File: src/rtl/lives_controller.sv
// lives_controller: life count, hit/restart sequencing, invulnerability window and blink for the heart display.
// Ports: clk, reset (sync, active-high), frame_tick, hit, extra_life, restart in;
//        lives[1:0], display_lives[1:0], invulnerable, life_lost, game_over out.
// Optional: define LIVES_EXTRA_LIFE_EN to make extra_life grant a life (saturating at MAX_LIVES).
module lives_controller #(
  parameter int MAX_LIVES     = 3,
  parameter int INVULN_FRAMES = 120,
  parameter int BLINK_FRAMES  = 8
) (
  input  logic       clk,
  input  logic       reset,
  input  logic       frame_tick,
  input  logic       hit,
  input  logic       extra_life,
  input  logic       restart,
  output logic [1:0] lives,
  output logic [1:0] display_lives,
  output logic       invulnerable,
  output logic       life_lost,
  output logic       game_over
);
  localparam int CW = INVULN_FRAMES > 1 ? $clog2(INVULN_FRAMES) : 1;
  localparam int BW = BLINK_FRAMES > 1 ? $clog2(BLINK_FRAMES) : 1;
  localparam logic [1:0] ML = 2'(MAX_LIVES);
  localparam logic [CW-1:0] C_LAST = CW'(INVULN_FRAMES - 1);
  localparam logic [BW-1:0] B_LAST = BW'(BLINK_FRAMES - 1);
  typedef enum logic [1:0] {PLAY, INVULN, GAME_OVER} state_t;
  state_t state, state_n;
  logic [1:0] lives_n, disp_n, lives_inc;
  logic [CW-1:0] cnt, cnt_n;
  logic [BW-1:0] bcnt, bcnt_n;
  logic blink, blink_n, lost_n, ext;
`ifdef LIVES_EXTRA_LIFE_EN
  assign ext = extra_life;
`else
  logic unused_extra;
  assign unused_extra = extra_life;
  assign ext = 1'b0;
`endif
  assign lives_inc = lives == ML ? lives : lives + 2'd1;
  always_comb begin
    state_n = state;
    lives_n = lives;
    cnt_n   = cnt;
    bcnt_n  = bcnt;
    blink_n = blink;
    lost_n  = 1'b0;
    if (restart) begin
      state_n = PLAY;
      lives_n = ML;
      cnt_n   = '0;
      bcnt_n  = '0;
      blink_n = 1'b0;
    end else if (state == PLAY) begin
      if (hit && lives != 2'd0) begin
        lives_n = lives - 2'd1;
        lost_n  = 1'b1;
        state_n = lives == 2'd1 ? GAME_OVER : INVULN;
        cnt_n   = '0;
        bcnt_n  = '0;
        blink_n = lives != 2'd1;
      end else if (ext) begin
        lives_n = lives_inc;
      end
    end else if (state == INVULN) begin
      if (ext) lives_n = lives_inc;
      if (frame_tick) begin
        if (cnt == C_LAST) begin
          state_n = PLAY;
          cnt_n   = '0;
          bcnt_n  = '0;
          blink_n = 1'b0;
        end else begin
          cnt_n   = cnt + 1'b1;
          bcnt_n  = bcnt == B_LAST ? '0 : bcnt + 1'b1;
          blink_n = blink ^ (bcnt == B_LAST);
        end
      end
    end
    // A life regained during the window can leave no missing heart to flash.
    disp_n = (state_n == INVULN && blink_n && lives_n != ML) ? lives_n + 2'd1 : lives_n;
  end
  always_ff @(posedge clk) begin
    if (reset) begin
      state         <= PLAY;
      lives         <= ML;
      display_lives <= ML;
      cnt           <= '0;
      bcnt          <= '0;
      blink         <= 1'b0;
      life_lost     <= 1'b0;
    end else begin
      state         <= state_n;
      lives         <= lives_n;
      display_lives <= disp_n;
      cnt           <= cnt_n;
      bcnt          <= bcnt_n;
      blink         <= blink_n;
      life_lost     <= lost_n;
    end
  end
  assign invulnerable = state == INVULN;
  assign game_over    = state == GAME_OVER;
endmodule
File: config.mk
export PLATFORM = sky130hd
export DESIGN_NAME = lives_controller
export DESIGN_NICKNAME = d
export VERILOG_FILES = /design/src/rtl/lives_controller.sv
export SDC_FILE = /design/constraint.sdc
export NUM_CORES = 1
export LEC_CHECK = 0
export ABC_AREA = 1
export CAP_MARGIN = 20
export CORE_ASPECT_RATIO = 0.7
export CORE_UTILIZATION = 40
export CTS_CLUSTER_SIZE = 14
export DETAILED_ROUTE_END_ITERATION = 10
export SLEW_MARGIN = 20
export SYNTH_ARGS = -nofsm -noshare
export SYNTH_HDL_FRONTEND = slang
export SYNTH_SLANG_ARGS = --single-unit
File: constraint.sdc
create_clock -name clk -period 2.1 [get_ports clk]
set_input_delay 0.42 -clock clk [delete_from_list [all_inputs] [get_ports clk]]
set_output_delay 0.42 -clock clk [all_outputs]
set_load 0.02 [all_outputs]
* Yosys cells after proc, flatten, opt, wreduce, memory -nomap -nowiden
Index checks and enable logic that the tools add are counted.
** Storage, ports and cells
- Register bits :: 18
- Input port bits :: 6
** Operators by class
- Add/sub/neg operators :: 4
- Equality and inequality tests :: 9
- Multiplexer cells :: 29
- Bitwise operators :: 2
- Reductions and logical operators :: 10
** Operator list (count)
- $mux W7 :: 5
- $mux W2 :: 11
- $mux W3 :: 6
- $add A7 B1 Y7 const B :: 1
- $eq A7 B7 Y1 const B :: 1
- $mux W1 :: 7
- $eq A2 B1 Y1 const B :: 3
- $reduce_bool A2 Y1 :: 3
- $ne A2 B1 Y1 const B :: 2
- $add A3 B1 Y3 const B :: 1
- $eq A3 B3 Y1 const B :: 1
- $logic_and A1 B1 Y1 :: 3
- $reduce_and A3 Y1 :: 1
- $reduce_or A3 Y1 :: 1
- $add A2 B1 Y2 const B :: 1
- $eq A2 B2 Y1 const B :: 1
- $logic_not A2 Y1 :: 1
- $ne A2 B2 Y1 const B :: 1
- $reduce_or A2 Y1 :: 1
- $sub A2 B1 Y2 const B :: 1
- $not A1 Y1 :: 1
- $xor A1 B1 Y1 :: 1

* Logic depth before layout (Yosys ltp)
- Depth after elaboration :: 10
- Gate-level depth with buffers :: 15

* Least setup slack after synthesis
Ideal clock, no wire load.
- Path kind :: register -> register
- Start point :: register lives[0]
- End point :: register display_lives[1]
- Setup time :: 0.120 ns
- Arrival time :: 1.923 ns
- Setup slack :: 0.057 ns
- Cell stages (with the launch flop) :: 16
- Buffers on the path :: 0
- Cell sequence :: dfxtp_1 -> inv_1 -> ha_1 -> inv_1 -> nand2_1 -> nor2_4 -> nor2_1 -> nor3_4 -> inv_2 -> ha_1 -> inv_1 -> nand2_1 -> nor2_1 -> nand2_1 -> nand2_1 -> nand3_1
** On the way
- Elaborated cells on any way between the ends :: 21
- Classes of those cells :: add/sub: 2; eq/ne: 4; mux: 11; reduce/logical: 4
** RTL lines
- start, declared :: RTL line 16 : output logic [1:0] lives,
- start signal, assigned :: RTL line 94 : lives <= lives_n;
- parallel branches: the longest is 3 deep, another holds $sub A2 B1 Y2
- $mux W2 * :: RTL line 54 : end else if (state == PLAY) begin
- $mux W2 * :: RTL line 48 : if (restart) begin
- net lives_n[0] :: RTL line 29 : logic [1:0] lives_n, disp_n, lives_inc;
- parallel branches: the longest is 2 deep, another holds $add A2 B1 Y2
- $mux W2 * :: RTL line 81 : disp_n = (state_n == INVULN && blink_n && lives_n != ML) ? lives_n + 2'd1 : lives_n;
- end signal, assigned :: RTL line 95 : display_lives <= disp_n;
- end, declared :: RTL line 17 : output logic [1:0] display_lives,
Mark *: on every way through the listed nets, which the timed path passes.
A chain may end at the register's enable or synchronous reset.

* Final worst setup path
- Start point :: register lives[0]
- End point :: register display_lives[0]
The elaborated chain is that of the path after synthesis.

==> out/qor.tcl <==
set qor(starting_drt_drc_count) 17
set qor(crit_path_frequent_cell) {sky130_fd_sc_hd__nand2_1}
set qor(synthesis.yosys.warnings) 0
set qor(routed-via-count) 870
set qor(num-fill-cells) 213
set qor(drc_errors) 0
set qor(setup-violations-final) 0
set qor(hold-worst-slack_ns) 0.475
set qor(totalPowerFinal_mw) 0.700
set qor(largest_net_degree_at_the_start_of_global_routing) 11
set qor(worst_skew_pair.late_latency_ns) 0.29
set qor(timing.hold.worst.class) {reg -> reg}
set qor(detailedRoute.firstPassIterationCount) 4
set qor(hold-path-endpoint) {bcnt[1]}
set qor(ys_ff_latch) 18
set qor(worstReg2RegStart) {lives[0]}
set qor(xor_xnor_fraction_of_synth_area_pct) 0.903
set qor(worstPathRequired_ns) 2.29
set qor(critPathLaunchType) {flop}
set qor(net-switching-power_mw) 0.190
set qor(layout-drive-gt1-share_pct) 21.2
set qor(setup.worst_path.end_class) {flop}
set qor(viasPerCell) 4.63
set qor(synth.lib_cells_used.distinct) 23
set qor(comb_power_share_pct) 18.1
set qor(number_of_global_route_vias_before_repair) 781
set qor(mean_instance_size_in_the_synthesized_netlist_um2) 7.35
set qor(cpPeakStageDelay_ns) 0.36
set qor(dieArea_um2) 2630
set qor(worstPathBufferInverterCount) 4
set qor(worstReg2RegEnd) {display_lives[0]}
set qor(drv.max_cap_violation_count) 0
set qor(cts-buffers-inserted) 3
set qor(worst_hold_depth) 2
set qor(timing.final.crit_share_pct) 92.3
set qor(utilization_pct) 55.5
set qor(syn-instance-count) 132
set qor(synth_seq_area_share_pct) 37.2
set qor(final_nets) 169
set qor(io-pin-count) 13
set qor(p_sw_share_pct) 27.1
set qor(slew-limit-headroom_pct) 76.6
set qor(cts_tree) {yes}
set qor(synth_adder_area_share_pct) 7.74
set qor(p_clk_share_pct) 31.1
set qor(worst_supply_voltage_drop_on_vdd_uv) 350
set qor(critical_path.top_delay_family) {simple AND/OR/NAND/NOR gates}
set qor(die_y_um) 43.2
set qor(timing.setup.critical_path_class) {reg -> reg}
set qor(postRouteWirelength_um) 2080
set qor(pwr_density_cell_nw_per_um2) 567
set qor(synth-simple-area-share_pct) 34.6
set qor(cts-htree-levels) 1
set qor(p_int_mw) 0.510
set qor(initial_core_util_pct) 43.6
set qor(postCtsHoldBufs) 0
set qor(combinational_family_with_the_most_area_after_synthesis) {simple AND/OR/NAND/NOR gates}
set qor(ant_nets) 0
set qor(timing.clock.skew_ns) 0.00133
set qor(antenna_found_initial) 0
set qor(worstRegToRegCells) 15
set qor(worst_pin_slew_ns) 0.350
set qor(post-dp-hpwl_um) 1650
set qor(period_needed_ns) 1.94
set qor(leakage_nw) 0.533
set qor(finalWeightedCongestion) 0.762
set qor(timing.critical_path.fanout_max) 4
set qor(crit_slowest_cell) {sky130_fd_sc_hd__dfxtp_2}
set qor(gr-total-overflow) 0
set qor(synth.cell_area_um2) 970
set qor(regToRegSetupSlack_ns) 0.16
set qor(route.detailed.wl_per_inst_um) 11.0
set qor(worstPathCellList) {inv_1, ha_2, inv_2, nand2_2, nor2_4, nor2_1, nor3_4, inv_2, ha_1, inv_1, nand2_1, nor2_2, nand2_1, nand2_1, nand3_1}
set qor(cts.clk_slew.worst_paths_ns) 0.11
set qor(fmax_ghz) 0.516
set qor(syn2layout_area_growth_pct) 27.2
set qor(synth_mux_area_share_pct) 0
set qor(ctsLongestPathBuffers) 2
set qor(place.port_buffers) 11
set qor(global_route_usage_over_all_layers_pct) 18.5
set qor(placeableCoreArea_um2) 2220
set qor(rows) 14
set qor(outcome) {finished clean}
set qor(sum_of_negative_setup_slack_ns) 0
set qor(chipWidth_um) 60.9
set qor(hp-start) {bcnt[1]}
set qor(pwr-share-seq_pct) 50.7
set qor(synthesis.nets) 144
set qor(synth_compound_area_share_pct) 13.0
set qor(final_hold_viol_count) 0
set qor(insertedDiodeCount) 0
set qor(timing_max_transition_violations_final) 0
set qor(critical_path_arrival_ns) 2.13
set qor(grt_pass1_wl_um) 3510
set qor(cts.sink_count) 18
set qor(cts_root_buf) {sky130_fd_sc_hd__clkbuf_4}
[layer usage]
metal	share of wire [%]	routed length, um	track usage [%]
met2	37	775	22.9
met4	0.63	13	4.09
met3	1.8	38	5.49
met5	0	0	0
met1	60	1250	30.1
[what timing repair did]
item                       CTS  global route
buffers inserted             0             1
setup endpoints to repair    0             2
gates resized for setup      0             6
[synthesized netlist by cell type]
library cell | number | area share, %
sky130_fd_sc_hd__a211oi_2 | 1 | 1.3
sky130_fd_sc_hd__a21oi_1 | 10 | 5.2
sky130_fd_sc_hd__a21oi_2 | 1 | 0.90
sky130_fd_sc_hd__and3_1 | 2 | 1.3
sky130_fd_sc_hd__dfxtp_1 | 18 | 37
sky130_fd_sc_hd__ha_1 | 6 | 7.7
sky130_fd_sc_hd__inv_1 | 13 | 5.0
sky130_fd_sc_hd__inv_2 | 4 | 1.5
sky130_fd_sc_hd__nand2_1 | 26 | 10
sky130_fd_sc_hd__nand2_2 | 1 | 0.65
sky130_fd_sc_hd__nand3_1 | 14 | 7.2
sky130_fd_sc_hd__nand3b_1 | 2 | 1.5
sky130_fd_sc_hd__nor2_1 | 15 | 5.8
sky130_fd_sc_hd__nor2_2 | 2 | 1.3
sky130_fd_sc_hd__nor2_4 | 2 | 2.3
sky130_fd_sc_hd__nor3_1 | 2 | 1.0
sky130_fd_sc_hd__nor3_2 | 1 | 1.0
sky130_fd_sc_hd__nor3_4 | 1 | 1.7
sky130_fd_sc_hd__o211ai_2 | 1 | 1.3
sky130_fd_sc_hd__o21a_1 | 1 | 0.77
sky130_fd_sc_hd__o21ai_0 | 7 | 3.6
sky130_fd_sc_hd__or2_1 | 1 | 0.65
sky130_fd_sc_hd__xnor2_1 | 1 | 0.90
[area by class of cell]
class	count	area (um^2)	area share [%]
Tap cell	32	40.0	3.25
Multi-Input combinational cell	97	553	44.8
Inverter	17	63.8	5.17
Clock buffer	4	36.3	2.94
Timing Repair Buffer	20	178	14.4
Sequential cell	18	363	29.4
[state kept, by name, summed over array words and instances (netlist names)]
signal and count:
state 2, bcnt 3, life_lost 1, display_lives 2
lives 2, cnt 7, blink 1
[through the flow]
step                std cells  area, um^2  setup slack (ns)
floorplan                 132         970            0.0572
global placement          183        1180            -0.110
detailed placement        183        1180            -0.153
CTS                       187        1220            0.0262
global route              188        1230          -0.00339
finish                    188        1230             0.162
[worst min-delay path, stage by stage, from the launching register on]
cell and delay, ns:
sky130_fd_sc_hd__dfxtp_1 0.33, sky130_fd_sc_hd__nand2_1 0.06, sky130_fd_sc_hd__a21oi_1 0.05
[placed cells by master, fill, tap and decap left out]
master / count
sky130_fd_sc_hd__a211oi_2: 1
sky130_fd_sc_hd__nor2_1: 14
sky130_fd_sc_hd__inv_1: 12
sky130_fd_sc_hd__a21oi_1: 10
sky130_fd_sc_hd__nand3b_1: 2
sky130_fd_sc_hd__clkbuf_4: 3
sky130_fd_sc_hd__nand2_1: 25
sky130_fd_sc_hd__nand3_1: 14
sky130_fd_sc_hd__nor3_4: 1
sky130_fd_sc_hd__nor3_2: 1
sky130_fd_sc_hd__dfxtp_2: 2
sky130_fd_sc_hd__buf_4: 9
sky130_fd_sc_hd__o211ai_2: 1
sky130_fd_sc_hd__inv_2: 5
sky130_fd_sc_hd__ha_2: 1
sky130_fd_sc_hd__o21a_1: 1
sky130_fd_sc_hd__or2_1: 1
sky130_fd_sc_hd__clkbuf_8: 1
sky130_fd_sc_hd__xnor2_1: 1
sky130_fd_sc_hd__dfxtp_1: 16
sky130_fd_sc_hd__ha_1: 5
sky130_fd_sc_hd__nor2_4: 2
sky130_fd_sc_hd__nor3_1: 2
sky130_fd_sc_hd__and3_1: 2
sky130_fd_sc_hd__a21oi_2: 1
sky130_fd_sc_hd__nor2_2: 3
sky130_fd_sc_hd__nand2_2: 2
sky130_fd_sc_hd__o21ai_0: 7
sky130_fd_sc_hd__clkdlybuf4s50_1: 11
[cell families after synthesis]
| logic type | count (synthesis) |
|---|---|
| XOR/XNOR | 1 |
| adder cells (fa/ha/maj) | 6 |
| buffers and inverters | 17 |
| AO/OA/AOI/OAI | 21 |
| flip-flops | 18 |
| AND/OR/NAND/NOR | 69 |
[power by group through the flow]
stage	Combinational, mW	Sequential, mW	Clock [mW]
2_1_floorplan	0.0638	0.368	0
3_3_place_gp	0.122	0.363	0
3_5_place_dp	0.123	0.363	0
4_1_cts	0.124	0.355	0.227
5_1_grt	0.141	0.356	0.240
6_report	0.127	0.355	0.218
[worst max path at each step]
stage,depth (start not counted),from,endpoint
final,15,lives[0],display_lives[0]
after global routing,15,lives[0],display_lives[0]
after CTS,15,lives[0],display_lives[0]
after detailed placement,13,hit,display_lives[1]
after global placement,13,hit,display_lives[0]
after floorplan,15,lives[0],display_lives[1]
Power figures use the tool's default switching activity.
